<file path="src/rtl/pc_seq_pkg.sv">
// Shared control-code constants and decode helper for the program-counter sequencer.
// Imported by pc_sequencer.
package pc_seq_pkg;

  localparam int CTL_WIDTH = 11;

  localparam logic [CTL_WIDTH-1:0] CTL_B   = 11'd31;
  localparam logic [CTL_WIDTH-1:0] CTL_BL  = 11'd32;
  localparam logic [CTL_WIDTH-1:0] CTL_RET = 11'd33;

  typedef enum logic [1:0] {
    OP_SEQ,
    OP_B,
    OP_BL,
    OP_RET
  } pc_op_e;

  // Any code other than the three flow-control codes is plain sequential.
  function automatic pc_op_e decode_ctl(input logic [CTL_WIDTH-1:0] code);
    case (code)
      CTL_B:   return OP_B;
      CTL_BL:  return OP_BL;
      CTL_RET: return OP_RET;
      default: return OP_SEQ;
    endcase
  endfunction

endpackage

</file>
<file path="src/rtl/ras_stack.sv">
// Circular return-address stack: a write pointer plus an occupancy count.
// A push into a full stack overwrites the oldest entry and sets a sticky overflow flag.
module ras_stack #(
  parameter int WIDTH = 32,
  parameter int DEPTH = 4
) (
  input  logic             clk,
  input  logic             rst_n,
  input  logic             push,
  input  logic             pop,
  input  logic [WIDTH-1:0] din,
  output logic [WIDTH-1:0] top,
  output logic             empty,
  output logic             full,
  output logic             overflow
);

  localparam int PTR_W = $clog2(DEPTH);
  localparam int CNT_W = $clog2(DEPTH + 1);
  localparam logic [PTR_W-1:0] PTR_ONE = PTR_W'(1);
  localparam logic [CNT_W-1:0] CNT_ONE = CNT_W'(1);
  localparam logic [CNT_W-1:0] CNT_MAX = CNT_W'(DEPTH);

  logic [WIDTH-1:0] mem_q [DEPTH];
  logic [PTR_W-1:0] wr_ptr_q, wr_ptr_d;
  logic [CNT_W-1:0] count_q, count_d;
  logic             overflow_q, overflow_d;

  // The write pointer always names the next free slot; when full it names the oldest entry.
  assign top      = mem_q[wr_ptr_q - PTR_ONE];
  assign empty    = (count_q == '0);
  assign full     = (count_q == CNT_MAX);
  assign overflow = overflow_q;

  always_comb begin
    // NOTE: every always_comb output gets a default first so no path can infer a latch.
    wr_ptr_d   = wr_ptr_q;
    count_d    = count_q;
    overflow_d = overflow_q;
    if (push) begin
      wr_ptr_d = wr_ptr_q + PTR_ONE;
      if (full) overflow_d = 1'b1;
      else      count_d    = count_q + CNT_ONE;
    end else if (pop && !empty) begin
      wr_ptr_d = wr_ptr_q - PTR_ONE;
      count_d  = count_q - CNT_ONE;
    end
  end

  always_ff @(posedge clk or negedge rst_n) begin
    // NOTE: sequential state uses non-blocking assignments so every flop samples pre-edge values.
    if (!rst_n) begin
      wr_ptr_q   <= '0;
      count_q    <= '0;
      overflow_q <= 1'b0;
    end else begin
      wr_ptr_q   <= wr_ptr_d;
      count_q    <= count_d;
      overflow_q <= overflow_d;
    end
  end

  // NOTE: the storage array is not reset; a slot is only read after a push has written it,
  // and the top level substitutes r14_in whenever the stack is empty.
  always_ff @(posedge clk) begin
    if (push) mem_q[wr_ptr_q] <= din;
  end

endmodule

</file>
<file path="src/rtl/pc_sequencer.sv">
// Registered program counter with branch, branch-with-link, return-address stack,
// stall and external redirect. Priority: redirect > stall > control code.
module pc_sequencer
  import pc_seq_pkg::*;
#(
  parameter int          PC_WIDTH  = 32,
  parameter int          BR_WIDTH  = 24,
  parameter int unsigned STEP      = 1,
  parameter int unsigned RESET_PC  = 0,
  parameter int          RAS_DEPTH = 4
) (
  input  logic                 clk,
  input  logic                 rst_n,
  input  logic                 stall,
  input  logic                 redirect_valid,
  input  logic [PC_WIDTH-1:0]  redirect_pc,
  input  logic [CTL_WIDTH-1:0] ctl_code,
  input  logic [BR_WIDTH-1:0]  br_offset,
  input  logic [PC_WIDTH-1:0]  r14_in,
  output logic [PC_WIDTH-1:0]  pc,
  output logic [PC_WIDTH-1:0]  pc_next,
  output logic                 link_we,
  output logic [PC_WIDTH-1:0]  link_data,
  output logic                 ras_overflow,
  output logic                 ras_underflow
);

  localparam logic [PC_WIDTH-1:0] STEP_PC  = PC_WIDTH'(STEP);
  localparam logic [PC_WIDTH-1:0] RESET_PC_V = PC_WIDTH'(RESET_PC);

  logic [PC_WIDTH-1:0] pc_q, pc_d;
  logic [PC_WIDTH-1:0] seq_pc, br_target, ras_top;
  logic                ras_push, ras_pop, ras_empty;
  pc_op_e              op;

  assign op        = decode_ctl(ctl_code);
  assign seq_pc    = pc_q + STEP_PC;
  assign br_target = pc_q + {{(PC_WIDTH - BR_WIDTH){br_offset[BR_WIDTH-1]}}, br_offset};

  always_comb begin
    pc_d          = seq_pc;
    link_we       = 1'b0;
    ras_push      = 1'b0;
    ras_pop       = 1'b0;
    ras_underflow = 1'b0;
    if (redirect_valid) begin
      pc_d = redirect_pc;
    end else if (stall) begin
      pc_d = pc_q;
    end else begin
      case (op)
        OP_B:  pc_d = br_target;
        OP_BL: begin
          pc_d     = br_target;
          link_we  = rst_n;
          ras_push = rst_n;
        end
        OP_RET: begin
          ras_pop = rst_n;
          if (ras_empty) begin
            pc_d          = r14_in;
            ras_underflow = rst_n;
          end else begin
            pc_d = ras_top;
          end
        end
        default: pc_d = seq_pc;
      endcase
    end
  end

  always_ff @(posedge clk or negedge rst_n) begin
    if (!rst_n) pc_q <= RESET_PC_V;
    else        pc_q <= pc_d;
  end

  assign pc        = pc_q;
  assign pc_next   = pc_d;
  assign link_data = seq_pc;

  ras_stack #(
    .WIDTH(PC_WIDTH),
    .DEPTH(RAS_DEPTH)
  ) u_ras (
    .clk     (clk),
    .rst_n   (rst_n),
    .push    (ras_push),
    .pop     (ras_pop),
    .din     (seq_pc),
    .top     (ras_top),
    .empty   (ras_empty),
    .full    (),
    .overflow(ras_overflow)
  );

endmodule
</file>
<file path="config.mk">
export PLATFORM = sky130hd
export DESIGN_NAME = pc_sequencer
export DESIGN_NICKNAME = d
export VERILOG_FILES = /design/src/rtl/pc_seq_pkg.sv /design/src/rtl/ras_stack.sv /design/src/rtl/pc_sequencer.sv
export SDC_FILE = /design/constraint.sdc
export NUM_CORES = 1
export LEC_CHECK = 0
export BUFFER_PORTS_ARGS = -buffer_cell sky130_fd_sc_hd__buf_2
export CAP_MARGIN = 10
export CORE_MARGIN = 2
export CORE_UTILIZATION = 35
export CTS_BUF_LIST = sky130_fd_sc_hd__clkbuf_4 sky130_fd_sc_hd__clkbuf_8
export DETAILED_ROUTE_END_ITERATION = 6
export RECOVER_POWER = 25
export SLEW_MARGIN = 30
export SYNTH_ARGS = -nofsm -noshare
export SYNTH_HDL_FRONTEND = slang
export SYNTH_SLANG_ARGS = --single-unit
</file>
<file path="constraint.sdc">
create_clock -name clk -period 4.8 [get_ports clk]
set_clock_uncertainty 0.1 [all_clocks]
set_input_delay 0 -clock clk [delete_from_list [all_inputs] [get_ports clk]]
set_output_delay 0 -clock clk [all_outputs]
set_load 0.03 [all_outputs]
</file>
; Word level (Yosys, flattened, before mapping)
; Memory sizes are Yosys's and may differ from the RTL's.
; Index checks and enable logic that the tools add are counted.
[word_totals]
register_bits = 38
latchBits = 0
mem_bits_rw = 128
rom_bits = 0
input_bits = 103
output_inout_bits = 99
memories = 1
[memory_table]
columns = memory, depth, width, read_ports, rd_ports_with_merged_regs, wr, line
row1 = u_ras.mem_q, 4, 32, 1, 0, 1, ras_stack.sv:24  ; logic [WIDTH-1:0] mem_q [DEPTH];
[op_classes]
add_sub_neg = 6
multipliers = 0
div = 0
n_lt_le_gt_ge = 0
eq_ne = 8
shifts = 0
muxes = 22
bitwise_logic = 0
n_reduce_logical = 7
[ops]
columns = op, n
row1 = $mux 32, 3
row2 = $pmux 32 s2, 1
row3 = $add 32x1->32 const B, 1
row4 = $add 32x32->32, 1
row5 = $eq 11x6->1 const B, 2
row6 = $mux 1, 12
row7 = $eq 11x5->1 const B, 1
row8 = $mux 3, 3
row9 = $pmux 2 s3, 1
row10 = $eq 2x2->1 const B, 2
row11 = $mux 2, 2
row12 = $reduce_and 2->1, 2
row13 = $add 3x1->3 const B, 1
row14 = $eq 3x3->1 const B, 1
row15 = $logic_not 3->1, 1
row16 = $sub 3x1->3 const B, 1
row17 = $add 2x1->2 const B, 1
row18 = $eq 2x1->1 const B, 1
row19 = $ne 2x2->1 const B, 1
row20 = $reduce_bool 2->1, 1
row21 = $reduce_or 2->1, 1
row22 = $sub 2x1->2 const B, 1
row23 = $logic_and 1x1->1, 1
row24 = $logic_not 1->1, 1

; Depth between registers and ports, before layout
[logic_depth]
ltp_word = 9
depth_mapped = 15

; Cells and area by module
; A second synthesis with hierarchy kept.
[unflattened]
hier_cells = 844
area_unflattened_um2 = 9875.7
[by_module_without_submodules]
columns = module, n_inst, cells_per_inst, area_each_um2, seq_area_each_um2
row1 = ras_stack, 1, 212, 5098.6, 3993.8
row2 = pc_sequencer, 1, 632, 4777.1, 800.8

; Least setup slack after synthesis
; Ideal clock, no wire load.
[synth_path]
path_kind = reg-to-reg
start = reg u_ras.wr_ptr_q[0]
end = reg pc_q[24] (netlist: pc[24])
setup_ps = 192
arrival_ps = 3565
required_ps = 4508
setup_slack_ps = 944
path_stages_with_launch = 14
n_path_buf = 6
period_less_slack_ps = 3856
path_cell_list = dfrtp_1 buf_2 buf_2 buf_2 inv_1 ha_1 clkbuf_1 clkbuf_1 clkbuf_1 mux4_2 nand2_1 a21oi_1 a21oi_1 a31oi_1
[synth_between]
elab_chain_cells = 6
[synth_rtl]
columns = item, line
row1 = "start, declared", ras_stack.sv:25  ; logic [PTR_W-1:0] wr_ptr_q, wr_ptr_d;
row2 = "start signal, assigned", ras_stack.sv:57  ; wr_ptr_q <= wr_ptr_d;
row3 = $sub 2x1->2, ras_stack.sv:30  ; assign top = mem_q[wr_ptr_q - PTR_ONE];
row4 = $mem_v2 4x32, -
row5 = $mux 32, pc_sequencer.sv:60  ; if (ras_empty) begin
row6 = $pmux 32 s2, pc_sequencer.sv:51  ; case (op)
row7 = $mux 32, pc_sequencer.sv:48  ; end else if (stall) begin
row8 = $mux 32, pc_sequencer.sv:46  ; if (redirect_valid) begin
row9 = net pc_next[24], pc_sequencer.sv:21  ; output logic [PC_WIDTH-1:0] pc_next,
row10 = "end signal, assigned", pc_sequencer.sv:74  ; else pc_q <= pc_d;
row11 = "end, declared", pc_sequencer.sv:31  ; logic [PC_WIDTH-1:0] pc_q, pc_d;
; The timed path passes the listed nets, and every way through them passes these cells.
; A chain may end at the register's enable or synchronous reset.

; Worst setup path in the final report
[layout_path]
start = reg pc_q[0] (netlist: pc[0])
end = out pc_next[28]
[layout_between]
elab_chain_cells = 4
elab_cells_between_ends = 5
cone_classes = add/sub (2) / mux (3)
[layout_rtl]
columns = item, line
row1 = $add 32x1->32 / $add 32x32->32 (equally long branches), "pc_sequencer.sv:37, pc_sequencer.sv:38"
row2 = $pmux 32 s2 (*), pc_sequencer.sv:51
row3 = $mux 32 (*), pc_sequencer.sv:48
row4 = $mux 32 (*), pc_sequencer.sv:46
row5 = "end, declared", pc_sequencer.sv:21
; Every way passes the cells marked *; elsewhere a longest branch is shown, timed or not.

==> out/results.ini <==
[run_status]
status=complete, but fails checks
violations=max-capacitance violations, max-slew violations

[power_and_ir_drop]
p_leak_nw=4.71
power_density_nw_per_um2=306
ir_worst_vdd_mv=0.187
power_mw=3.66

[clock_network]
htree_levels=4
clk_pin_slew_worst_paths_ns=0.11
cts_resized=0
cts_buffers=17
hold_buffers=38
clkSinkCount=166
clockBufferDepth=2
post_cts_buffers=0
cts_tree=done
cts-root-buf=clkbuf_8
clk_latency_ns=0.48

[sta]
max_slew.worst_pin.slew_ns=2.79
fin_crit_ns=4.33
post-route-period-util_pct=90.2
hold_violations=0
timing.fmax_mhz=231
tns_ns=0
maxSlewHeadroom_pct=-85.8
fin_ws_ns=0.468
slew_violations=41
setup_viol=0
rsz0062_at_grt=false

[routing]
drtPass1Iterations=5
vias=8448
ant_nets=0
wl_per_cell_um=21.1
drcViolationCount=0
via_per_inst=5.48
first_iter_violations=832
drt-total-wl_mm=32.5

[yosys]
synth_adder_area_share_pct=5.37
synth_enable_flop_cells=128
synth_top_family_by_area=simple AND/OR/NAND/NOR gates
synth-seq-cells=166
syn_area_um2=9820
synth_warnings=0
synth_compound_area_share_pct=14.8
yosysSeqAreaShare_pct=48.8
syn_avg_cell_area_um2=10.6
synth_mux_area_share_pct=8.29
ys.flop_type=edfxtp_1
async_flop_share_pct=22.9
synth_xor_xnor_area_share_pct=4.90
synth_cell_types=64
synth_nets=1073
syn_inst=929
yosys.area_share.simple_pct=14.8

[worst_hold_path]
hp-class=primary input to register
whs_endpoint=pc[19]$_DFF_PN0_
hp-start=redirect_valid
holdPathStages=4

[worst_setup_path]
rr_worst_depth=11
rr_startpoint=pc[16]$_DFF_PN0_
timing_worst_setup_path_type=register to output port
startpoint_type=register
rrSetupSlack_ns=0.72
worstPathArrival_ns=4.23
crit_fanout=7
end_kind=output port
crit_required_ns=4.70
timing.rr.end=pc[25]$_DFF_PN0_

[place]
gp_congestion=0.939
post-place-ws_ns=1.17
port_buffers=201
dp_hpwl_mm=23.7

[die]
core_area_um2=27700
die_w_um=172
die_h_um=172
pin_count=202
rows=61
start_util_pct=35.5
die-area_um2=29400

[flow_run]
cap_violations=1

[finish]
final_cell_mix=nand2_1, buf_2, edfxtp_1
layout-drive-gt1-share_pct=22.2
fin_nets=1295
final_common_cell=nand2_1
syn_to_final_growth_pct=21.9
n_antenna_cell=0

[global_routing]
grt_max_degree=41
grt_pass1_wl_mm=48.3
antenna_found_initial=0
track_usage_pct=22.2
grt_remaining_overflow=0
grt_pass1_vias=8079

[logic make-up after synthesis]
kind of cell             after synthesis
AND/OR/NAND/NOR                      315
AO/OA/AOI/OAI                        235
flip-flops                           166
buffers and inverters                 76
XOR/XNOR                              55
multiplexers                          41
adder cells (fa/ha/maj)               41
[worst max-delay path by stage]
stage                     slack [ns]          endpoint                          start
after floorplan                 0.94  pc[24]$_DFF_PN0_  u_ras.wr_ptr_q[0]$_DFFE_PN0P_
after global placement          1.29       pc_next[28]                pc[0]$_DFF_PN0_
after detailed placement        1.17       pc_next[28]                pc[0]$_DFF_PN0_
after CTS                       0.62       pc_next[28]                pc[0]$_DFF_PN0_
after global routing            0.34       pc_next[28]                pc[0]$_DFF_PN0_
final                           0.47       pc_next[28]                pc[0]$_DFF_PN0_
[routing by layer]
layer / GRT usage, % / wire, um / part of all wire (%)
met4: 8.70 / 967 / 3.0
met2: 32.4 / 14000 / 43
met5: 0 / 0 / 0
met3: 3.75 / 2410 / 7.4
met1: 32.7 / 15100 / 47
[cell usage after synthesis (4+ instances only)]
master    instances  area [um^2]
buf_1             4         15.0
a22oi_1           5         37.5
a211oi_1          4         30.0
nand3_1          19         95.1
dfrtp_1          38          951
or3_1             9         56.3
a31oi_1          12         75.1
o21ai_0          60          300
a21oi_1          74          370
inv_1            25         93.8
edfxtp_1        128         3840
xor2_1           24          210
a221oi_1         11         96.3
o211ai_1          8         60.1
o31ai_1           5         37.5
nand2_1         168          631
ha_1             39          488
mux4_2           32          721
and3_1           13         81.3
nor2_1           49          184
nor3_1            8         40.0
nand4_1          10         62.6
o22ai_1           9         56.3
buf_2             8         40.0
o21a_1            8         60.1
clkbuf_1         39          146
and2_1            5         31.3
nor3b_1           5         37.5
xnor2_1          31          272
a21o_1           10         75.1
nand2b_1          9         56.3
mux2i_1           6         60.1
[metrics by stage]
step	cells	utilization, %	hold slack (ns)	cell area [um^2]
2_1_floorplan	929	-	-0.396	9820
3_3_place_gp	1472	40.5	0.0927	11200
3_5_place_dp	1472	40.5	0.0932	11200
4_1_cts	1542	43.4	0.0116	12000
5_1_grt	1542	43.2	0.0695	12000
6_report	1542	43.2	0.0613	12000
[final cells by class]
cell class                      instances  area, um^2
Fill cell                            2710       15700
Sequential cell                       166        4800
Multi-Input combinational cell        687        4740
Timing Repair Buffer                  254        1450
Tap cell                              378         473
Clock buffer                           17         234
Clock inverter                         15         185
Inverter                               25        93.8
[report_power, final]
group | internal, mW | total (mW) | leakage (nW) | switching, mW
clock | 0.486 | 1.08 | 0.208 | 0.593
sequential | 1.60 | 1.66 | 1.61 | 0.0661
combinational | 0.306 | 0.922 | 2.89 | 0.616
[state kept, by name, summed over array words and instances (netlist names)]
name	count
u_ras.mem_q	128
u_ras.count_q	3
u_ras.overflow	1
pc	32
u_ras.wr_ptr_q	2
[critical path, cell delays in order, from the launching register on]
cell	delay, ns
dfrtp_1	0.49
ha_1	0.24
inv_1	0.06
fa_1	0.38
nand2b_1	0.20
a21oi_1	0.24
o21ai_0	0.20
a21oi_1	0.27
o211ai_1	0.20
a22oi_1	0.26
mux2i_1	0.11
a2111oi_0	0.58
o21ai_0	0.28
buf_2	0.25
Power figures use the tool's default switching activity.
